==> src/rtl/pc_gen_stage_pkg.sv <==
// rtl/pc_gen_stage_pkg.sv - shared types, constants and helpers for the fetch PC generator
package pc_gen_stage_pkg;

  localparam int INST_NUM = 4;
  localparam logic [INST_NUM-1:0] FOUR_WORDS  = 4'b1111;
  localparam logic [INST_NUM-1:0] SINGLE_WORD = 4'b0001;
  localparam logic [31:0] RESET_VADDR_DEFAULT = 32'hBFC0_0000;

  // NORMAL fetches whole groups; SLOT fetches only the delay slot of a taken branch
  typedef enum logic {
    PCG_STATE_NORMAL = 1'b0,
    PCG_STATE_SLOT   = 1'b1
  } pcg_state_e;

  // Decision produced by the next-PC mux for the register stage
  typedef struct packed {
    logic [31:0] pc;
    pcg_state_e  state;
    logic        save_target;
    logic        discard_target;
  } pcg_next_t;

  // Slot enables: from pc[3:2] upward in NORMAL, only the delay slot in SLOT
  function automatic logic [INST_NUM-1:0] slot_enable(input pcg_state_e state,
                                                     input logic [1:0] slot);
    logic [INST_NUM-1:0] en;
    if (state == PCG_STATE_SLOT) begin
      en = SINGLE_WORD << slot;
    end else begin
      en = FOUR_WORDS << slot;
    end
    return en;
  endfunction

  // Fetch group: word0 is the exact pc, words 1..3 are the aligned words of its 16B group
  function automatic logic [32*INST_NUM-1:0] fetch_group(input logic [31:0] pc);
    logic [32*INST_NUM-1:0] grp;
    grp[31:0] = pc;
    for (int i = 1; i < INST_NUM; i++) begin
      grp[32*i +: 32] = {pc[31:4], 2'(i), 2'b00};
    end
    return grp;
  endfunction

endpackage

==> src/rtl/pc_gen_stage_if.sv <==
// rtl/pc_gen_stage_if.sv - redirect, BTB and fetch-request signals of the PC generator
interface pc_gen_stage_if;

  logic         EX_redirect_i;
  logic [31:0]  EX_redirectVAddr_i;
  logic         FU_redirect_i;
  logic [31:0]  FU_redirectVAddr_i;
  logic         IC_ready_i;
  logic [31:0]  BTB_validDest_i;
  logic         BTB_validTake_i;
  logic         BTB_needDelaySlot_i;
  logic [31:0]  BTB_fifthVAddr_i;
  logic         PCG_valid_o;
  logic [127:0] PCG_VAddr_p_o;
  logic [3:0]   PCR_instEnable_o;
  logic         PCG_needDelaySlot_o;
  logic         PCG_addrErr_o;

  // PC generator side
  modport master (
    input  EX_redirect_i, EX_redirectVAddr_i,
    input  FU_redirect_i, FU_redirectVAddr_i,
    input  IC_ready_i,
    input  BTB_validDest_i, BTB_validTake_i, BTB_needDelaySlot_i, BTB_fifthVAddr_i,
    output PCG_valid_o, PCG_VAddr_p_o, PCR_instEnable_o,
    output PCG_needDelaySlot_o, PCG_addrErr_o
  );

  // Consumer side: redirect sources, BTB and I-cache
  modport slave (
    output EX_redirect_i, EX_redirectVAddr_i,
    output FU_redirect_i, FU_redirectVAddr_i,
    output IC_ready_i,
    output BTB_validDest_i, BTB_validTake_i, BTB_needDelaySlot_i, BTB_fifthVAddr_i,
    input  PCG_valid_o, PCG_VAddr_p_o, PCR_instEnable_o,
    input  PCG_needDelaySlot_o, PCG_addrErr_o
  );

endinterface

==> src/rtl/pc_gen_stage_next_pc_mux.sv <==
// rtl/pc_gen_stage_next_pc_mux.sv - priority select of next fetch PC and delay-slot sequencing
module pc_gen_stage_next_pc_mux
  import pc_gen_stage_pkg::*;
(
  input  logic        valid_i,
  input  logic        ic_ready_i,
  input  logic [31:0] pc_i,
  input  pcg_state_e  state_i,
  input  logic [31:0] saved_target_i,
  input  logic        ex_redirect_i,
  input  logic [31:0] ex_vaddr_i,
  input  logic        fu_redirect_i,
  input  logic [31:0] fu_vaddr_i,
  input  logic [31:0] btb_dest_i,
  input  logic        btb_need_ds_i,
  input  logic [31:0] btb_fifth_i,
  output pcg_next_t   next_o
);

  logic fire;

  assign fire = valid_i && ic_ready_i;

  // Exception beats branch repair beats an accepted fetch; otherwise hold everything
  always_comb begin
    next_o.pc             = pc_i;
    next_o.state          = state_i;
    next_o.save_target    = 1'b0;
    next_o.discard_target = 1'b0;
    if (ex_redirect_i) begin
      next_o.pc             = ex_vaddr_i;
      next_o.state          = PCG_STATE_NORMAL;
      next_o.discard_target = 1'b1;
    end else if (fu_redirect_i) begin
      next_o.pc             = fu_vaddr_i;
      next_o.state          = PCG_STATE_NORMAL;
      next_o.discard_target = 1'b1;
    end else if (fire) begin
      if (state_i == PCG_STATE_SLOT) begin
        // Delay slot accepted: now go to the branch target remembered earlier
        next_o.pc    = saved_target_i;
        next_o.state = PCG_STATE_NORMAL;
      end else if (btb_need_ds_i) begin
        // Taken branch in the last slot: fetch its delay slot first, park the target
        next_o.pc          = btb_fifth_i;
        next_o.state       = PCG_STATE_SLOT;
        next_o.save_target = 1'b1;
      end else begin
        next_o.pc = btb_dest_i;
      end
    end
  end

endmodule

==> src/rtl/pc_gen_stage.sv <==
// rtl/pc_gen_stage.sv - fetch PC register stage driving the BTB and I-cache request
module pc_gen_stage
  import pc_gen_stage_pkg::*;
#(
  parameter logic [31:0] RESET_VADDR = RESET_VADDR_DEFAULT
) (
  input  logic            clk,
  input  logic            rst,
  pc_gen_stage_if.master  bus
);

  logic [31:0] pc_q, pc_d;
  pcg_state_e  state_q, state_d;
  logic [31:0] saved_target_q, saved_target_d;
  logic        valid_q, valid_d;
  pcg_next_t   nxt;
  logic        unused_btb_take;

  // The BTB folds taken/not-taken into validDest and needDelaySlot already
  assign unused_btb_take = bus.BTB_validTake_i;

  pc_gen_stage_next_pc_mux u_next_pc_mux (
    .valid_i        (valid_q),
    .ic_ready_i     (bus.IC_ready_i),
    .pc_i           (pc_q),
    .state_i        (state_q),
    .saved_target_i (saved_target_q),
    .ex_redirect_i  (bus.EX_redirect_i),
    .ex_vaddr_i     (bus.EX_redirectVAddr_i),
    .fu_redirect_i  (bus.FU_redirect_i),
    .fu_vaddr_i     (bus.FU_redirectVAddr_i),
    .btb_dest_i     (bus.BTB_validDest_i),
    .btb_need_ds_i  (bus.BTB_needDelaySlot_i),
    .btb_fifth_i    (bus.BTB_fifthVAddr_i),
    .next_o         (nxt)
  );

  // Next register values; the request turns valid one edge after reset and stays valid
  always_comb begin
    pc_d           = nxt.pc;
    state_d        = nxt.state;
    saved_target_d = saved_target_q;
    valid_d        = 1'b1;
    if (nxt.discard_target) begin
      saved_target_d = 32'h0;
    end else if (nxt.save_target) begin
      saved_target_d = bus.BTB_validDest_i;
    end
  end

  // State registers, cleared immediately by reset
  always_ff @(posedge clk or posedge rst) begin
    if (rst) begin
      pc_q           <= RESET_VADDR;
      state_q        <= PCG_STATE_NORMAL;
      saved_target_q <= 32'h0;
      valid_q        <= 1'b0;
    end else begin
      pc_q           <= pc_d;
      state_q        <= state_d;
      saved_target_q <= saved_target_d;
      valid_q        <= valid_d;
    end
  end

  // Request outputs depend only on registers, so they hold while the I-cache stalls
  always_comb begin
    bus.PCG_valid_o         = valid_q;
    bus.PCG_VAddr_p_o       = fetch_group(pc_q);
    bus.PCR_instEnable_o    = slot_enable(state_q, pc_q[3:2]);
    bus.PCG_needDelaySlot_o = (state_q == PCG_STATE_SLOT);
    bus.PCG_addrErr_o       = |pc_q[1:0];
  end

endmodule
==> src/flat_wrapper.sv <==
// flat-port wrapper written by rule: the top's interface ports become plain ports
module pc_gen_stage_flat import pc_gen_stage_pkg::*;
#(
  parameter logic [31:0] RESET_VADDR = RESET_VADDR_DEFAULT
)
  (clk, rst, bus_EX_redirect_i, bus_EX_redirectVAddr_i, bus_FU_redirect_i, bus_FU_redirectVAddr_i, bus_IC_ready_i, bus_BTB_validDest_i, bus_BTB_validTake_i, bus_BTB_needDelaySlot_i, bus_BTB_fifthVAddr_i, bus_PCG_valid_o, bus_PCG_VAddr_p_o, bus_PCR_instEnable_o, bus_PCG_needDelaySlot_o, bus_PCG_addrErr_o);
  pc_gen_stage_if bus_i ();
  input  logic clk;
  input  logic rst;
  input wire logic [$bits(bus_i.EX_redirect_i)-1:0] bus_EX_redirect_i;
  input wire logic [$bits(bus_i.EX_redirectVAddr_i)-1:0] bus_EX_redirectVAddr_i;
  input wire logic [$bits(bus_i.FU_redirect_i)-1:0] bus_FU_redirect_i;
  input wire logic [$bits(bus_i.FU_redirectVAddr_i)-1:0] bus_FU_redirectVAddr_i;
  input wire logic [$bits(bus_i.IC_ready_i)-1:0] bus_IC_ready_i;
  input wire logic [$bits(bus_i.BTB_validDest_i)-1:0] bus_BTB_validDest_i;
  input wire logic [$bits(bus_i.BTB_validTake_i)-1:0] bus_BTB_validTake_i;
  input wire logic [$bits(bus_i.BTB_needDelaySlot_i)-1:0] bus_BTB_needDelaySlot_i;
  input wire logic [$bits(bus_i.BTB_fifthVAddr_i)-1:0] bus_BTB_fifthVAddr_i;
  output wire logic [$bits(bus_i.PCG_valid_o)-1:0] bus_PCG_valid_o;
  output wire logic [$bits(bus_i.PCG_VAddr_p_o)-1:0] bus_PCG_VAddr_p_o;
  output wire logic [$bits(bus_i.PCR_instEnable_o)-1:0] bus_PCR_instEnable_o;
  output wire logic [$bits(bus_i.PCG_needDelaySlot_o)-1:0] bus_PCG_needDelaySlot_o;
  output wire logic [$bits(bus_i.PCG_addrErr_o)-1:0] bus_PCG_addrErr_o;
  assign bus_i.EX_redirect_i = bus_EX_redirect_i;
  assign bus_i.EX_redirectVAddr_i = bus_EX_redirectVAddr_i;
  assign bus_i.FU_redirect_i = bus_FU_redirect_i;
  assign bus_i.FU_redirectVAddr_i = bus_FU_redirectVAddr_i;
  assign bus_i.IC_ready_i = bus_IC_ready_i;
  assign bus_i.BTB_validDest_i = bus_BTB_validDest_i;
  assign bus_i.BTB_validTake_i = bus_BTB_validTake_i;
  assign bus_i.BTB_needDelaySlot_i = bus_BTB_needDelaySlot_i;
  assign bus_i.BTB_fifthVAddr_i = bus_BTB_fifthVAddr_i;
  assign bus_PCG_valid_o = bus_i.PCG_valid_o;
  assign bus_PCG_VAddr_p_o = bus_i.PCG_VAddr_p_o;
  assign bus_PCR_instEnable_o = bus_i.PCR_instEnable_o;
  assign bus_PCG_needDelaySlot_o = bus_i.PCG_needDelaySlot_o;
  assign bus_PCG_addrErr_o = bus_i.PCG_addrErr_o;
  pc_gen_stage #(.RESET_VADDR(RESET_VADDR)) u_core (.clk(clk), .rst(rst), .bus(bus_i));
endmodule
==> config.mk <==
export PLATFORM = sky130hd
export DESIGN_NAME = pc_gen_stage_flat
export DESIGN_NICKNAME = d
export VERILOG_FILES = /design/src/rtl/pc_gen_stage_pkg.sv /design/src/rtl/pc_gen_stage_if.sv /design/src/rtl/pc_gen_stage_next_pc_mux.sv /design/src/rtl/pc_gen_stage.sv /design/src/flat_wrapper.sv
export SDC_FILE = /design/constraint.sdc
export NUM_CORES = 1
export LEC_CHECK = 0
export BUFFER_PORTS_ARGS = -buffer_cell sky130_fd_sc_hd__buf_2
export CAP_MARGIN = 20
export CORE_AREA = 4 4 114 116
export CTS_BUF_LIST = sky130_fd_sc_hd__clkbuf_2
export DETAILED_ROUTE_END_ITERATION = 8
export DIE_AREA = 0 0 118 120
export GPL_TIMING_DRIVEN = 1
export PLACE_DENSITY = 0.79
export SKIP_CTS_REPAIR_TIMING = 1
export SYNTH_ARGS = -nofsm -noshare
export SYNTH_HDL_FRONTEND = slang
export SYNTH_SLANG_ARGS = --single-unit
==> constraint.sdc <==
create_clock -name clk -period 2.1 [get_ports clk]
set_input_delay 0.42 -clock clk [delete_from_list [all_inputs] [get_ports clk]]
set_output_delay 0.42 -clock clk [all_outputs]
set_load 0.005 [all_outputs]
==> metrics.csv <==
metric;value;unit
status;finished clean;
Core Region;11900;sq um
final setup vio count;0;
CP required;2.52;ns
die height;120;um
Overflow after GRT;0;
placed cell area;5470;sq um
Post-synth EDFFs;0;
Routed Antenna Nets;0;
Num Clock Sinks;66;
startpoint types;flip-flop;
Via Count;4142;
layout cell share with drive strength beyond 1;0.493;
Max clock buf depth;2;
worst-margin pin slew;0.862;ns
HPWL after DPL;10000;um
Max H-tree Level;3;
Avg Cell Area, Syn;9.26;sq um
Final #Nets;805;
initial antenna violation count;0;
Top Ports;270;
Die ar.;14200;sq um
Hold Crit Class;primary input to flip-flop;
commonest non-fill, non-tap cells in the layout;255 x buf_2, 65 x nand2b_1, 56 x dfrtp_1;
gr usage total;0.183;
Iter 0 DRT Violations;233;
Via density;5.04;
Post-Route Setup TNS;0;ns
f_max;518;MHz
top_reg_cell synth;dfrtp_1;
CTS tree;yes;
synth warn;0;
sequential fraction of the synthesis area;0.351;
routability cong.;0.795;
Slew HR;0.425;
Post-Route WL;13500;um
synthesis-stage register bit count;66;
Async SR Flop Fraction;1.00;
most common cell after layout, fill and taps aside;buf_2;
fin crit share;0.919;
Num CTS Buffers;9;
VDD IR max;0.168;mV
vias in the first global route;3983;
crit-path max FO;17;
critical path class;flip-flop to flip-flop;
Placed Cells;805;
Clock Skews;0.0292;ns
adder-cell share of the synthesized area;0;
Root Driver;clkbuf_2;
DRC viols;0;
Cell Area, Synth;4730;sq um
final worst path period need;1.93;ns
number of port buffers;256;
power density over the cells;527;nW/um^2
Synth Instances;511;
Distinct cells, synth;27;
post-route total power;2.95;mW
clk_lat worst skew;0.47;ns
Lkg Pwr;2.71;nW
first-pass GRT wire length;20800;um
first drt pass iteration count;4;
Initial Util;0.397;
row count;40;
largest family of logic cells by synthesized area;buffers and inverters;
multiplexer share of the synthesized area;0.0783;
max_cap viols;0;
final instance area;5590;sq um
diode count;0;
clock transition at the registers of the reported paths;0.19;ns
Hold Vio Cnt, Final;0;
Arr. time, crit path;2.35;ns
chip width;118;um
pin count of the biggest net entering global routing;99;
Synth Area in Simple Gates;0.137;
xor/xnor share of the synthesized area;0;
Slew Viols, Final;0;
area grow syn2layout;18.1;%
fin cells;822;
unrepaired setup endpoints after global routing;no;
CP endpoint kind;flip-flop;
routed len/inst;16.4;um
Filler cells;1175;
complex-gate fraction of the synthesized area;0.208;
-- Yosys cell counts, drive strengths merged (2+ instances only) --
cell type / count / area share
nand2b: 65 / 0.086
conb: 2 / 0.0016
inv: 33 / 0.026
dfrtp: 57 / 0.30
nand2: 3 / 0.0024
nor3: 33 / 0.036
dfstp: 9 / 0.050
mux2: 32 / 0.076
o211ai: 32 / 0.051
buf: 121 / 0.18
a21oi: 35 / 0.037
a22o: 32 / 0.059
a221oi: 31 / 0.057
clkbuf: 17 / 0.013
-- stage by stage --
stage	hold slack, ns	utilization	setup WS [ns]
finish	0.135	0.469	0.169
global route	0.0787	0.469	0.0211
CTS	-0.0505	0.468	-0.107
detailed placement	0.473	0.459	0.0894
global placement	0.473	0.459	0.120
floorplan	0.457	-	0.0401
-- logic make-up after synthesis --
logic type / Yosys count
flops: 66
mux: 33
buf+inv: 171
simple gates: 107
other cells: 2
compound gates: 132
-- flip-flops by register name, indices dropped and copies added, names as in the netlist --
name / count
u_core.pc_q: 32
u_core.saved_target_q: 32
u_core.bus.PCG_needDelaySlot_o: 1
u_core.bus.PCG_valid_o: 1
-- report_power, final --
group          internal, mW  switching [mW]  total (mW)
sequential             1.36          0.0822        1.44
combinational         0.413           0.381       0.794
clock                 0.271           0.441       0.712
-- per-layer routing --
layer / track usage / share of wire
met1: 0.220 / 0.41
met2: 0.328 / 0.52
met3: 0.0424 / 0.070
met4: 0.0535 / 0.0074
met5: 0 / 0
-- worst max-delay path, stage by stage (launching register included) --
cell,delay (ns)
dfrtp_2,0.45
and4b_4,0.33
nor3b_4,0.73
buf_12,0.23
a22o_1,0.15
-- layout make-up --
class | count | area [sq um] | area share
clock buffers | 11 | 55.1 | 0.00985
clock inverters | 5 | 45.0 | 0.00806
inverters | 33 | 124 | 0.0222
multi-input cells | 285 | 2050 | 0.368
flip-flops and latches | 66 | 1660 | 0.298
well taps | 147 | 184 | 0.0329
repair buffers | 275 | 1460 | 0.262
-- path summary, 6_finish.rpt --
path                                                     start                        end  slack, ns  cells past startpoint
worst max-delay path            u_core.bus.PCG_needDelaySlot_o  u_core.saved_target_q[13]       0.17                      4
worst min-delay path                bus_EX_redirectVAddr_i[27]            u_core.pc_q[27]       0.13                      3
worst max register to register  u_core.bus.PCG_needDelaySlot_o  u_core.saved_target_q[13]       0.17                      4
worst min register to register       u_core.saved_target_q[21]  u_core.saved_target_q[21]       0.51                      1
max in group asynchronous                                  rst            u_core.pc_q[28]       1.17                      4
min in group asynchronous                                  rst  u_core.saved_target_q[26]       0.56                      4
Power figures use the tool's default switching activity.
